[src/rtl/mem_arbiter.sv]
// Two-port arbiter that shares one synchronous single-port RAM between a CPU port and a DMA/debug port.
// Define MEM_ARB_FIXED_PRIORITY_EN to give port 0 absolute priority instead of round-robin.
module mem_arbiter #(
    parameter int DATA_W = 16,
    parameter int ADDR_W = 8
) (
    input  logic              clk,
    input  logic              reset,
    input  logic [1:0]        cmd0,
    input  logic [1:0]        cmd1,
    input  logic [ADDR_W:0]   addr0,
    input  logic [ADDR_W:0]   addr1,
    input  logic [DATA_W-1:0] wdata0,
    input  logic [DATA_W-1:0] wdata1,
    output logic              ack0,
    output logic              ack1,
    output logic [DATA_W-1:0] rdata,
    output logic [ADDR_W-1:0] ram_addr,
    output logic              ram_write,
    output logic [DATA_W-1:0] ram_din,
    input  logic [DATA_W-1:0] ram_dout,
    output logic              busy
);

    localparam logic [1:0] ST_IDLE  = 2'd0;
    localparam logic [1:0] ST_ISSUE = 2'd1;
    localparam logic [1:0] ST_RDATA = 2'd2;

    localparam logic [1:0] CMD_READ  = 2'b10;
    localparam logic [1:0] CMD_WRITE = 2'b01;

    logic [1:0]        state_q, state_d;
    logic              port_q, port_d;
    logic              write_q, write_d;
    logic [ADDR_W:0]   addr_q, addr_d;
    logic [DATA_W-1:0] wdata_q, wdata_d;

    logic req0, req1, grant1;
    logic unmapped;
    logic done;

`ifndef MEM_ARB_FIXED_PRIORITY_EN
    logic last_q, last_d;
`endif

    always_comb begin
        req0 = (cmd0 == CMD_READ) || (cmd0 == CMD_WRITE);
        req1 = (cmd1 == CMD_READ) || (cmd1 == CMD_WRITE);
`ifdef MEM_ARB_FIXED_PRIORITY_EN
        grant1 = req1 && !req0;
`else
        // Under contention the port that did not win last time gets the grant.
        grant1 = req1 && (!req0 || !last_q);
`endif
    end

    assign unmapped = addr_q[ADDR_W];

    always_comb begin
        state_d = state_q;
        port_d  = port_q;
        write_d = write_q;
        addr_d  = addr_q;
        wdata_d = wdata_q;
`ifndef MEM_ARB_FIXED_PRIORITY_EN
        last_d  = last_q;
`endif
        case (state_q)
            ST_IDLE: begin
                if (req0 || req1) begin
                    port_d  = grant1;
                    write_d = grant1 ? (cmd1 == CMD_WRITE) : (cmd0 == CMD_WRITE);
                    addr_d  = grant1 ? addr1 : addr0;
                    wdata_d = grant1 ? wdata1 : wdata0;
`ifndef MEM_ARB_FIXED_PRIORITY_EN
                    last_d  = grant1;
`endif
                    state_d = ST_ISSUE;
                end
            end
            ST_ISSUE: begin
                // Writes and unmapped accesses finish here; only RAM reads wait for ram_dout.
                if (write_q || unmapped) begin
                    state_d = ST_IDLE;
                end else begin
                    state_d = ST_RDATA;
                end
            end
            ST_RDATA: begin
                state_d = ST_IDLE;
            end
            default: begin
                state_d = ST_IDLE;
            end
        endcase
    end

    always_ff @(posedge clk or negedge reset) begin
        if (!reset) begin
            state_q <= ST_IDLE;
            port_q  <= 1'b0;
            write_q <= 1'b0;
            addr_q  <= '0;
            wdata_q <= '0;
`ifndef MEM_ARB_FIXED_PRIORITY_EN
            last_q  <= 1'b1;
`endif
        end else begin
            state_q <= state_d;
            port_q  <= port_d;
            write_q <= write_d;
            addr_q  <= addr_d;
            wdata_q <= wdata_d;
`ifndef MEM_ARB_FIXED_PRIORITY_EN
            last_q  <= last_d;
`endif
        end
    end

    // Outputs are decoded from registered state so they drop to zero the moment reset asserts.
    always_comb begin
        ram_addr  = '0;
        ram_write = 1'b0;
        ram_din   = '0;
        rdata     = '0;
        done      = 1'b0;
        case (state_q)
            ST_ISSUE: begin
                if (!unmapped) begin
                    ram_addr = addr_q[ADDR_W-1:0];
                    if (write_q) begin
                        ram_write = 1'b1;
                        ram_din   = wdata_q;
                    end
                end
                done = write_q || unmapped;
            end
            ST_RDATA: begin
                rdata = ram_dout;
                done  = 1'b1;
            end
            default: begin
                done = 1'b0;
            end
        endcase
        ack0 = done && !port_q;
        ack1 = done && port_q;
        busy = (state_q != ST_IDLE);
    end

endmodule

[config.mk]
export PLATFORM = sky130hd
export DESIGN_NAME = mem_arbiter
export DESIGN_NICKNAME = d
export VERILOG_FILES = /design/src/rtl/mem_arbiter.sv
export SDC_FILE = /design/constraint.sdc
export NUM_CORES = 1
export LEC_CHECK = 0
export ABC_AREA = 1
export BUFFER_PORTS_ARGS = -buffer_cell sky130_fd_sc_hd__buf_2
export CAP_MARGIN = 20
export CORE_MARGIN = 3
export CORE_UTILIZATION = 39
export DETAILED_ROUTE_END_ITERATION = 8
export PLACE_DENSITY = 0.8
export SYNTH_ARGS = -nofsm -noshare
export SYNTH_HDL_FRONTEND = slang
export SYNTH_SLANG_ARGS = --single-unit
[constraint.sdc]
create_clock -name clk -period 2.9 [get_ports clk]
set_input_delay 0 -clock clk [delete_from_list [all_inputs] [get_ports clk]]
set_output_delay 0 -clock clk [all_outputs]
set_load 0.02 [all_outputs]
# After elaboration in Yosys (flattened, before gate mapping)
# Index checks and enable logic that the tools add are counted.
dict set report word_totals {
  reg_bits 30
  mem_bits_ro 0
  word_cells 43
  ram_bits 0
  input_bits 72
  n_memories 0
  latchBits 0
}
dict set report classes {
  n_mul 0
  n_shift 0
  bitwise_logic 0
  magnitude_cmp 0
  addsub 0
  reduce_logical 14
  div 0
  mux 16
  n_eq_ne 7
}
# operator count
set op_table {}
lappend op_table {{16-bit 2-to-1 mux} 5}
lappend op_table {{8-bit 2-to-1 mux} 2}
lappend op_table {{9-bit 2-to-1 mux} 1}
lappend op_table {{2-bit by 1-bit == test with 1-bit output (second input constant)} 3}
lappend op_table {{2-bit == test (second input constant)} 3}
lappend op_table {{1-bit logical OR} 5}
lappend op_table {{1-bit 2-to-1 mux} 4}
lappend op_table {{2-bit 2-to-1 mux} 2}
lappend op_table {{2-bit one-hot mux with 2 select lines} 1}
lappend op_table {{1-bit logical AND} 3}
lappend op_table {{1-bit logical NOT} 3}
lappend op_table {{2-bit logical NOT} 1}
lappend op_table {{2-bit inequality test (second input constant)} 1}
lappend op_table {{1-bit one-hot mux with 2 select lines} 1}
lappend op_table {{2-bit AND reduction} 1}
lappend op_table {{2-bit nonzero test} 1}

# Depth between registers and ports, before layout
# Gate-level depths: netlist of run 1.
dict set report depth {
  depth_word 6
  depth_mapped 9
}

# Worst setup path after synthesis of run 1
# No wires, ideal clock.
dict set report synth_path {
  kind {register to register}
  startpoint {register state_q[0]}
  endpoint {register addr_q[8]}
  period_less_slack_ps 1400
  n_path_buf 1
  required_time_ps 2783
  path_slack_ps 1500
  stages_incl_launch_ff 9
  arrival_ps 1283
  cell_sequence {dfrtp_1 inv_1 ha_1 inv_2 a21oi_4 inv_2 buf_6 nand2_1 nand2_1}
}
dict set report synth_between {
  elab_chain_cells 2
}
# item line
set synth_lines {}
lappend synth_lines {{from (decl)} 32} ;# logic [1:0] state_q, state_d;
lappend synth_lines {{from (signal assigned)} 109} ;# state_q <= state_d;
lappend synth_lines {{2-bit logical NOT} 68} ;# case (state_q)
lappend synth_lines {{2-bit AND reduction (no source line)} n/a}
lappend synth_lines {{to (signal assigned)} 112} ;# addr_q <= addr_d;
lappend synth_lines {{to (decl)} 35} ;# logic [ADDR_W:0] addr_q, addr_d;
# No other way between the ends.
# A chain may end at the register's enable or synchronous reset.

# Worst setup path after layout of run 1
dict set report layout_path {
  startpoint {register state_q[1]}
  endpoint {output port ram_din[15]}
}
dict set report layout_between {
  elab_chain_cells 2
}
# item line
set layout_lines {}
lappend layout_lines {{2-bit by 1-bit == test with 1-bit output} 127} ;# case (state_q)
lappend layout_lines {{16-bit 2-to-1 mux} 127}
lappend layout_lines {{to (decl)} 20} ;# output logic [DATA_W-1:0] ram_din,
# No other way between the ends.

==> qor.csv, run 1 <==
metric;value;unit
status;finished clean;
fin crit share;63.5;%
Hold WC Path Type;input port to flop;
Multi-input gate area;902;um^2
WHS;0.0251;ns
vias in the first global route;2158;
reg2reg end;state_q[0];
final count of hold timing violations;0;
internal power;1.20;mW
initial core utilization;40.7;%
Hold Path Stages;5;
Setup TNS;0;ns
Avg Inst Size Synth;6.15;um^2
Max rail drop VDD;0.505;mV
clock sinks;30;
P_sw;1.02;mW
CTS Buf Count;5;
area taken by flip-flops and latches;752;um^2
Reg power frac;33.9;%
worst reg-to-reg path cell count;6;
Min-Delay Startpoint;addr0[2];
initial DRC count;87;
reg2reg start;state_q[0];
reg2reg setup slack;1.35;ns
Seq cells post-synth;30;
post-synthesis cell area;0.00209;mm^2
Mapped Cells;340;
n_diodes;0;
Hold Path End;addr_q[2];
worst path required time;2.90;ns
Die X;79.2;um
overall via count from detail_route;2301;
post-DR vias/cell;4.41;
Core ar.;0.00514;mm^2
port bufs;115;
Yosys cell types;15;
initial antenna violation count;0;
global-route wire length before repair;9250;um
# Max-Cap Violations;0;
final setup fails;0;
Synthesized Nets;417;
worst-path fanout max;17;
root buf cell;clkbuf_8;
H-tree depth;2;
Max-Slew Margin vs Limit;56.1;%
Clock Power Share;15.4;%
Net count, final;528;
register area share after synthesis;36.0;%
share of cells above drive strength 1;29.2;%
Post-DP HPWL;4130;um
DIE AREA;0.00627;mm^2
Tmin final;1.84;ns
Worst Setup Start Kind;flop;
Final Skew;0.00308;ns
RSZ-0062 raised after global routing;false;
antenna viol nets, final;0;
GRT Total Usage;17.9;%
f_max;0.543;GHz
Top-Level Pins;116;
Initial DRT Pass Iterations;4;
number of core rows;26;
fill count;559;
pin count of the biggest net entering global routing;31;
P&R area growth vs syn;33.4;%
CTS max path bufs;2;
global placement routability congestion;0.809;
drc violations;0;
power consumption;2.22;mW
CTS tree;yes;
switching portion of total power;46.0;%
worst slew pin tran;0.659;ns
Comb pwr share;50.8;%
Final Util;54.2;%
CP endpoint kind;primary output;
fin. max-slew vios;0;
Synth Warn #;0;
CP Class;flop to primary output;
WL final;5510;um
Clock transition at path regs;0.06;ns
LEAKAGE;1.98;nW
average wire per standard cell;10.6;um
DIE HEIGHT;79.2;um
clk_lat worst skew;0.27;ns
Critical Path AT;1.84;ns
cell area power density;795;mW/mm^2
gr ovfl total;0;
-- final cells by class --
| cell class | count | area share (%) |
|---|---|---|
| Timing Repair Buffer | 117 | 21.3 |
| Sequential cell | 30 | 27.0 |
| Inverter | 96 | 12.9 |
| Clock buffer | 7 | 3.10 |
| Multi-Input combinational cell | 201 | 32.4 |
| Clock inverter | 1 | 0.180 |
| Tap cell | 70 | 3.14 |
-- registers in the layout, summed over array words and instances, names as in the netlist --
register  cells
last_q        1
addr_q        9
wdata_q      16
port_q        1
state_q       2
write_q       1
-- cells in the final DEF, fill, tap and decap left out, drive strengths merged --
master and count:
clkbuf 7, dfstp 1, o21ai 3, dfrtp 29, clkinv 1, a21oi 1
o21bai 1, nand2 108, nand3 55, buf 116, dlygate4sd3 1, nor2 28
ha 5, inv 96
-- metrics by stage --
step	instance area, um^2	worst slack, ns	cells
detailed placement	2690	1.29	513
global route	2790	0.754	522
finish	2790	1.06	522
floorplan	2090	1.50	340
global placement	2690	1.37	513
CTS	2790	1.00	522
-- kinds of logic after synthesis --
logic type      Yosys count  synth area share, %
fa+ha+maj                 5                 2.99
buf+inv                 109                 20.8
simple gates            191                 38.3
compound gates            5                 1.86
flops                    30                 36.0
-- worst max-delay path: stages (launching register included) --
cell and delay, ns:
dfrtp_1 0.38, inv_1 0.09, ha_1 0.18, inv_2 0.09
nor2_1 0.09, nand2_1 0.35, nor2_1 0.19, buf_2 0.19
-- power by group through the flow --
stage	Sequential, mW	Combinational (mW)	Clock, mW
final	0.750	1.12	0.341
after global placement	0.752	1.10	0
after detailed placement	0.754	1.13	0
after floorplan	0.728	0.856	0
after global routing	0.777	1.29	0.375
after CTS	0.751	1.14	0.345
-- worst max-delay path by stage --
stage                           from          end  depth (start not counted)
after floorplan           state_q[0]    addr_q[8]                          8
after global placement    state_q[1]  ram_din[10]                          7
after detailed placement  state_q[1]  ram_din[10]                          7
after CTS                 state_q[1]  ram_din[10]                          7
after global routing      state_q[1]   ram_din[4]                          7
final                     state_q[1]  ram_din[15]                          7
-- layer usage --
layer / vias up / track usage [%] / routed length [um]
li1: 1202 / - / -
met1: 1051 / 21.2 / 2300
met2: 46 / 33.6 / 2940
met3: 2 / 3.06 / 241
met4: 0 / 3.95 / 30
met5: - / 0 / 0
-- cells in the mapped netlist --
master | number | area share, %
o21ai_0 | 3 | 0.72
dfrtp_1 | 29 | 35
inv_2 | 5 | 0.90
buf_2 | 9 | 2.2
dfstp_2 | 1 | 1.3
clkbuf_1 | 2 | 0.36
nand2_4 | 2 | 1.1
ha_1 | 5 | 3.0
a21oi_4 | 1 | 0.78
nand2_1 | 106 | 19
nor2_1 | 28 | 5.0
nand3_1 | 55 | 13
o21bai_1 | 1 | 0.36
inv_1 | 91 | 16
buf_6 | 2 | 1.1
-- timing repair --
| item | CTS | global route |
|---|---|---|
| setup buffers | 0 | 0 |
| hold endpoints to repair | 29 | 0 |
| resized for setup | 0 | 0 |
| hold buffers | 1 | 0 |
No activity file was read; power rests on OpenSTA's default activity.
==> run 2: changes to the inputs <==
--- a/config.mk
+++ b/config.mk
@@ -5,13 +5,13 @@
 export SDC_FILE = /design/constraint.sdc
 export NUM_CORES = 1
 export LEC_CHECK = 0
-export ABC_AREA = 1
+export ABC_AREA = 0
 export BUFFER_PORTS_ARGS = -buffer_cell sky130_fd_sc_hd__buf_2
 export CAP_MARGIN = 20
 export CORE_MARGIN = 3
 export CORE_UTILIZATION = 39
 export DETAILED_ROUTE_END_ITERATION = 8
-export PLACE_DENSITY = 0.8
+export PLACE_DENSITY = 0.82
 export SYNTH_ARGS = -nofsm -noshare
 export SYNTH_HDL_FRONTEND = slang
 export SYNTH_SLANG_ARGS = --single-unit
==> constraint.sdc (replaced) <==
create_clock -name clk -period 1.9 [get_ports clk]
set_input_delay 0 -clock clk [delete_from_list [all_inputs] [get_ports clk]]
set_output_delay 0 -clock clk [all_outputs]
set_load 0.02 [all_outputs]
==> run 2 against run 1 <==
Largest cell class is now buffers. Worst hold slack got worse by 0.017 ns. Cell area increased by 6.3%. Synthesized area decreased by 10%. Non-clock buffer count increased by 44. Via count decreased by 7.8%.
==> qor.csv, run 2 <==
metric;value;unit;change
worst-path fanout max;13;;-4
Critical Path AT;1.71;ns;-0.13 ns
clk_lat worst skew;0.28;ns;about the same
Final Skew;0.0100;ns;+0.00694 ns
ys flop type;dfrtp_1;;
post-DR vias/cell;5.01;;+14%
RSZ-0062 raised after global routing;false;;
Post-DP HPWL;4170;um;+1.1%
root buf cell;clkbuf_8;;
initial antenna violation count;0;;unchanged
average wire per standard cell;14.3;um;+35%
max incr delay on CP;0.38;ns;about the same
Clock Power Share;20.4;%;+5.0 points
CP endpoint kind;primary output;;
Crit-path slowest cell;dfrtp_1;;
Post-synth EDFFs;0;;unchanged
top-count cell post-synth;dfrtp_1;;
biggest registers after layout;wdata_q: 16 flops, addr_q: 9 flops, state_q: 2 flops;;
WL final;6030;um;+9.4%
Net count, final;447;;-15%
DIE AREA;0.00569;mm^2;-9.3%
Die X;75.4;um;-4.7%
DIE HEIGHT;75.4;um;-4.7%
post-synthesis async set-or-reset flop share;100;%;unchanged
Avg Inst Size Synth;8.43;um^2;+37%
Synth top cells by count;dfrtp_1, nor2_1, a31oi_1;;
commonest non-fill, non-tap cell in the layout;buf_2;;
H-tree depth;2;;unchanged
cell area power density;1330;mW/mm^2;+67%
antenna viol nets, final;0;;unchanged
largest cells by area after synthesis;dfrtp_1, a31oi_1, and2_1;;
number of core rows;24;;-7.7%
Max-Slew Margin vs Limit;55.7;%;-0.42 points
CP Class;flop to primary output;;
initial DRC count;116;;+33%
WHS;0.00770;ns;-0.0174 ns
register area share after synthesis;40.0;%;+4.0 points
share of cells above drive strength 1;38.0;%;+8.8 points
drc violations;0;;unchanged
fin crit share;90.2;%;
Top-Level Pins;116;;unchanged
Yosys cell types;25;;+10
Setup TNS;0;ns;unchanged
GRT Total Usage;21.3;%;+3.4 points
final setup fails;0;;unchanged
# Max-Cap Violations;0;;unchanged
n_diodes;0;;unchanged
# resized after CTS;0;;unchanged
max reg flops;16;;unchanged
Yosys top cell area share;38.6;%;+3.9 points
Initial DRT Pass Iterations;4;;unchanged
Tmin final;1.71;ns;
dpl ws;0.350;ns;-0.944 ns
CTS Buf Count;5;;unchanged
vias in the first global route;2122;;-1.7%
pin count of the biggest net entering global routing;32;;+3.2%
post-synthesis cell area;0.00188;mm^2;-10%
delay-heaviest family, CP;buffers and inverters;;
Synthesized Nets;300;;-28%
final worst setup slack;0.187;ns;-0.872 ns
commonest non-fill, non-tap cells in the layout;buf_2, dlygate4sd3_1, dfrtp_1;;
Core ar.;0.00450;mm^2;-12%
worst path required time;1.90;ns;-1.00 ns
Max rail drop VDD;0.767;mV;+52%
P_sw;1.60;mW;+57%
port bufs;115;;unchanged
fin. max-slew vios;0;;unchanged
gr ovfl total;0;;unchanged
global-route wire length before repair;9290;um;+0.38%
Buf/Inv on CP;3;;unchanged
Multi-input gate area;957;um^2;+6.1%
status;finished clean;;
area taken by flip-flops and latches;752;um^2;unchanged
CP Cell Sequence;inv_1 -> ha_1 -> nor2b_1 -> buf_4 -> and3_1 -> buf_2;;
overall via count from detail_route;2121;;-7.8%
CTS max path bufs;2;;unchanged
switching portion of total power;40.7;%;-5.3 points
Synth area leader;dfrtp_1;;
Synth Warn #;0;;unchanged
Comb pwr share;50.2;%;-0.6 points
LEAKAGE;1.55;nW;-22%
largest reg by FF count;wdata_q;;
Setup Fix Bufs, Post-CTS;0;;unchanged
clock sinks;30;;unchanged
f_max;0.584;GHz;
fill count;369;;-34%
internal power;2.33;mW;+95%
Seq cells post-synth;30;;unchanged
Hold WC Path Type;input port to flop;;
Reg power frac;29.4;%;-4.5 points
Clock transition at path regs;0.06;ns;about the same
global placement routability congestion;0.784;;-3.1%
Mapped Cells;223;;-34%
worst slew pin tran;0.665;ns;+0.00628 ns
P&R area growth vs syn;57.5;%;
CTS tree;yes;;
initial core utilization;41.8;%;+1.1 points
Worst Setup Start Kind;flop;;
final count of hold timing violations;0;;unchanged
run 2: cell types whose count changed in the layout (fill, tap and decap cells not counted), moves of 3 or more:
cell | previous run | this run
o21ai_1 | 0 | 7
dlygate4sd3_1 | 1 | 34
buf_4 | 1 | 11
a31oi_1 | 0 | 27
nand3_2 | 0 | 3
and2_1 | 0 | 25
inv_1 | 91 | 6
o21ai_0 | 3 | 21
and3_1 | 0 | 16
nand3_1 | 55 | 24
inv_2 | 5 | 0
nand2_1 | 106 | 0
run 2: worst reg2reg max path, cell delays in order (launching register included):
cell,delay (ns)
dfrtp_1,0.38
inv_1,0.10
ha_1,0.24
a21boi_4,0.20
buf_4,0.30
nor2_1,0.09
a31oi_1,0.16
run 2: kinds of logic after synthesis:
kind of cell    Yosys count  synth area share (%)
buf+inv                  28                  9.25
fa+ha+maj                 5                  3.33
flops                    30                  40.0
compound gates           60                  18.8
simple gates            100                  28.6
run 2: path summary, 6_finish.rpt:
path / start / end / slack, ns / cells past startpoint
max: state_q[1] / ram_din[12] / 0.19 / 6
min: addr1[1] / addr_q[1] / 0.008 / 3
max reg2reg: state_q[0] / wdata_q[4] / 0.34 / 6
min reg2reg: last_q / last_q / 0.54 / 2
max in group asynchronous: reset / wdata_q[13] / 1.16 / 2
min in group asynchronous: reset / wdata_q[7] / 0.29 / 2
run 2: layout make-up:
type / instances / share of cell area [%]
Clock buffer: 6 / 2.79
Clock inverter: 2 / 2.03
Inverter: 7 / 0.887
Multi-Input combinational cell: 165 / 32.3
Sequential cell: 30 / 25.4
Tap cell: 52 / 2.20
Timing Repair Buffer: 161 / 34.4
run 2: what timing repair did:
action                                  4_1_cts  5_1_grt
endpoints found under the hold margin        49        0
hold buffers                                 34        0
endpoints found under the setup margin        0        0
run 2: metrics by stage:
step	area, um^2	total power [mW]	util, %	instances
5_1_grt	2960	4.24	65.8	423
6_report	2960	3.94	65.8	423
3_3_place_gp	2480	3.02	55.0	381
2_1_floorplan	1880	2.54	-	223
4_1_cts	2960	3.95	65.8	423
3_5_place_dp	2480	3.09	55.0	381
run 2: power by group through the flow:
stage / clock network [mW] / logic (mW) / registers (mW)
4_1_cts: 0.817 / 1.98 / 1.15
5_1_grt: 0.843 / 2.20 / 1.19
3_5_place_dp: 0 / 1.93 / 1.17
3_3_place_gp: 0 / 1.87 / 1.15
6_report: 0.802 / 1.98 / 1.16
2_1_floorplan: 0 / 1.45 / 1.09
run 2: metal layers:
layer / GRT usage (%) / wire length, um
met5: 0 / 0
met4: 8.35 / 64
met3: 5.01 / 264
met2: 39.5 / 3290
met1: 23.2 / 2410
==> run 3: changes to the inputs <==
--- a/config.mk
+++ b/config.mk
@@ -5,13 +5,13 @@
 export SDC_FILE = /design/constraint.sdc
 export NUM_CORES = 1
 export LEC_CHECK = 0
-export ABC_AREA = 0
+export ABC_AREA = 1
 export BUFFER_PORTS_ARGS = -buffer_cell sky130_fd_sc_hd__buf_2
 export CAP_MARGIN = 20
 export CORE_MARGIN = 3
 export CORE_UTILIZATION = 39
 export DETAILED_ROUTE_END_ITERATION = 8
-export PLACE_DENSITY = 0.82
+export PLACE_DENSITY = 0.72
 export SYNTH_ARGS = -nofsm -noshare
 export SYNTH_HDL_FRONTEND = slang
 export SYNTH_SLANG_ARGS = --single-unit
==> run 3 against run 2 <==
Clock skew down 0.0042 ns. Sequential share of layout area up 0.83 points. Count of clock-buffer cells in the layout unchanged. Via count up 7.4%. Total power down 6.4%. Non-clock buffer count down 40. Highest routed layer unchanged.
==> qor.csv, run 3 (same netlist as run 1, synthesis figures left out) <==
metric;value;unit;change
reg2reg setup slack;0.43;ns;+0.09 ns
WL final;5540;um;-8.1%
DIE HEIGHT;79.2;um;+5.0%
Final Util;55.8;%;-10 points
vias in the first global route;2082;;-1.9%
internal power;2.12;mW;-9.2%
P&R area growth vs syn;37.2;%;
Max-Slew Margin vs Limit;55.3;%;-0.40 points
biggest registers after layout;wdata_q: 16 flops, addr_q: 9 flops, state_q: 2 flops;;
Die X;79.2;um;+5.0%
commonest non-fill, non-tap cell in the layout;buf_2;;
worst path required time;1.90;ns;about the same
CTS max path bufs;2;;unchanged
CTS Buf Count;5;;unchanged
worst slew pin tran;0.671;ns;+0.00595 ns
clk_lat worst skew;0.28;ns;about the same
worst-path fanout max;12;;-1
initial core utilization;40.7;%;-1.1 points
GRT Total Usage;18.0;%;-3.3 points
share of cells above drive strength 1;30.0;%;-8.0 points
Setup Fix Bufs, Post-CTS;0;;unchanged
CP endpoint kind;primary output;;
antenna viol nets, final;0;;unchanged
f_max;0.566;GHz;-3.0%
Net count, final;532;;+19%
switching portion of total power;42.4;%;+1.7 points
dpl ws;0.428;ns;+0.0776 ns
Clock transition at path regs;0.07;ns;about the same
overall via count from detail_route;2279;;+7.4%
routing usage on met3;2.83;%;-2.2 points
post-DR vias/cell;4.33;;-14%
drc violations;0;;unchanged
status;finished clean;;
Buf/Inv on CP;4;;+1
average wire per standard cell;10.5;um;-26%
Max rail drop VDD;0.641;mV;-17%
H-tree depth;2;;unchanged
Crit path top cell by count;nor2_1;;
final count of hold timing violations;0;;unchanged
Global Route met1 Usage;22.4;%;-0.83 points
gr ovfl total;0;;unchanged
RSZ-0062 raised after global routing;false;;
max incr delay on CP;0.39;ns;about the same
fin crit share;92.9;%;+2.7 points
Final Skew;0.00578;ns;-0.00423 ns
# placed instances;517;;+36%
n_diodes;0;;unchanged
port bufs;115;;unchanged
Initial DRT Pass Iterations;6;;+2
Worst Setup Start Kind;flop;;
fin. max-slew vios;0;;unchanged
largest reg by FF count;wdata_q;;
initial DRC count;60;;-48%
CP Cell Sequence;inv_1 -> ha_1 -> inv_2 -> nor2_1 -> nand2_1 -> buf_4 -> nor2_1 -> buf_2;;
Post-DP HPWL;4270;um;+2.3%
pin count of the biggest net entering global routing;31;;-3.1%
root buf cell;clkbuf_8;;
Core ar.;0.00514;mm^2;+14%
Setup TNS;0;ns;unchanged
P_sw;1.56;mW;-2.5%
LEAKAGE;2.02;nW;+30%
commonest non-fill, non-tap cells in the layout;buf_2, nand2_1, inv_1;;
delay-heaviest family, CP;buffers and inverters;;
max reg flops;16;;unchanged
CTS tree;yes;;
DIE AREA;0.00627;mm^2;+10%
clock sinks;30;;unchanged
final cell count without fillers;526;;+24%
final worst setup slack;0.135;ns;-0.0521 ns
global-route wire length before repair;9090;um;-2.2%
Tmin final;1.77;ns;+0.0521 ns
Crit-path slowest cell;dfrtp_1;;
GRT Max-Usage Layer;met2;;
global placement routability congestion;0.787;;+0.29%
cell area power density;1280;mW/mm^2;-3.4%
# Max-Cap Violations;0;;unchanged
Comb pwr share;47.3;%;-2.9 points
Top-Level Pins;116;;unchanged
CP Class;flop to primary output;;
WHS;0.0143;ns;+0.00659 ns
Hold WC Path Type;input port to flop;;
final setup fails;0;;unchanged
Critical Path AT;1.77;ns;+0.06 ns
number of core rows;26;;+8.3%
Reg power frac;31.1;%;+1.7 points
initial antenna violation count;0;;unchanged
global routing met2 resource utilization;31.7;%;-7.8 points
Clock Power Share;21.6;%;+1.2 points
## run 3: cell count changes in the layout (fill, tap and decap cells not counted), moves of 6 or more
cell	before	now
nand2_1	0	106
a31oi_1	27	0
o21ai_0	21	3
inv_1	6	91
dlygate4sd3_1	34	1
o21ai_1	7	0
and2_1	25	0
buf_4	11	5
nand3_1	24	55
and3_1	16	0
## run 3: power by group through the flow
stage | Clock [mW] | Combinational, mW | Sequential [mW]
global route | 0.829 | 2.00 | 1.19
detailed placement | 0 | 1.76 | 1.15
CTS | 0.813 | 1.77 | 1.14
finish | 0.794 | 1.74 | 1.15
global placement | 0 | 1.73 | 1.15
floorplan | 0 | 1.31 | 1.11
## run 3: path summary, 6_finish.rpt
check                      cells past startpoint   startpoint           to
setup / recovery                               8   state_q[1]   ram_din[1]
hold / removal                                 5    wdata0[0]   wdata_q[0]
setup reg to reg                               6   state_q[0]   state_q[0]
hold reg to reg                                2  wdata_q[14]  wdata_q[14]
max in group asynchronous                      2        reset      write_q
min in group asynchronous                      2        reset    addr_q[6]
## run 3: through the flow
step                total power, mW  area [um^2]
floorplan                      2.42         2090
global placement               2.88         2720
detailed placement             2.91         2720
CTS                            3.73         2870
global route                   4.02         2870
finish                         3.68         2870
## run 3: final cells by class
type	count	area (um^2)
clock buffer	6	82.6
tap	70	87.6
sequential	30	752
clock inverter	2	60.1
multi-input combinational	201	902
fill	534	2270
timing repair buffer	121	623
inverter	96	360
## run 3: worst reg2reg max path, stage by stage (launching register included)
cell and delay, ns:
dfrtp_1 0.35, inv_1 0.07, ha_1 0.24, inv_2 0.09
a21oi_4 0.04, inv_2 0.35, o21ai_0 0.17
## run 3: timing repair
action | CTS | global route
hold buffers | 1 | 0
hold endpoints to repair | 29 | 0
gates resized for setup | 0 | 0
## run 3: layer usage
layer	vias to the layer above	wire, um
met2	58	2790
li1	1209	-
met5	-	0
met4	0	87
met3	7	243
met1	1005	2420
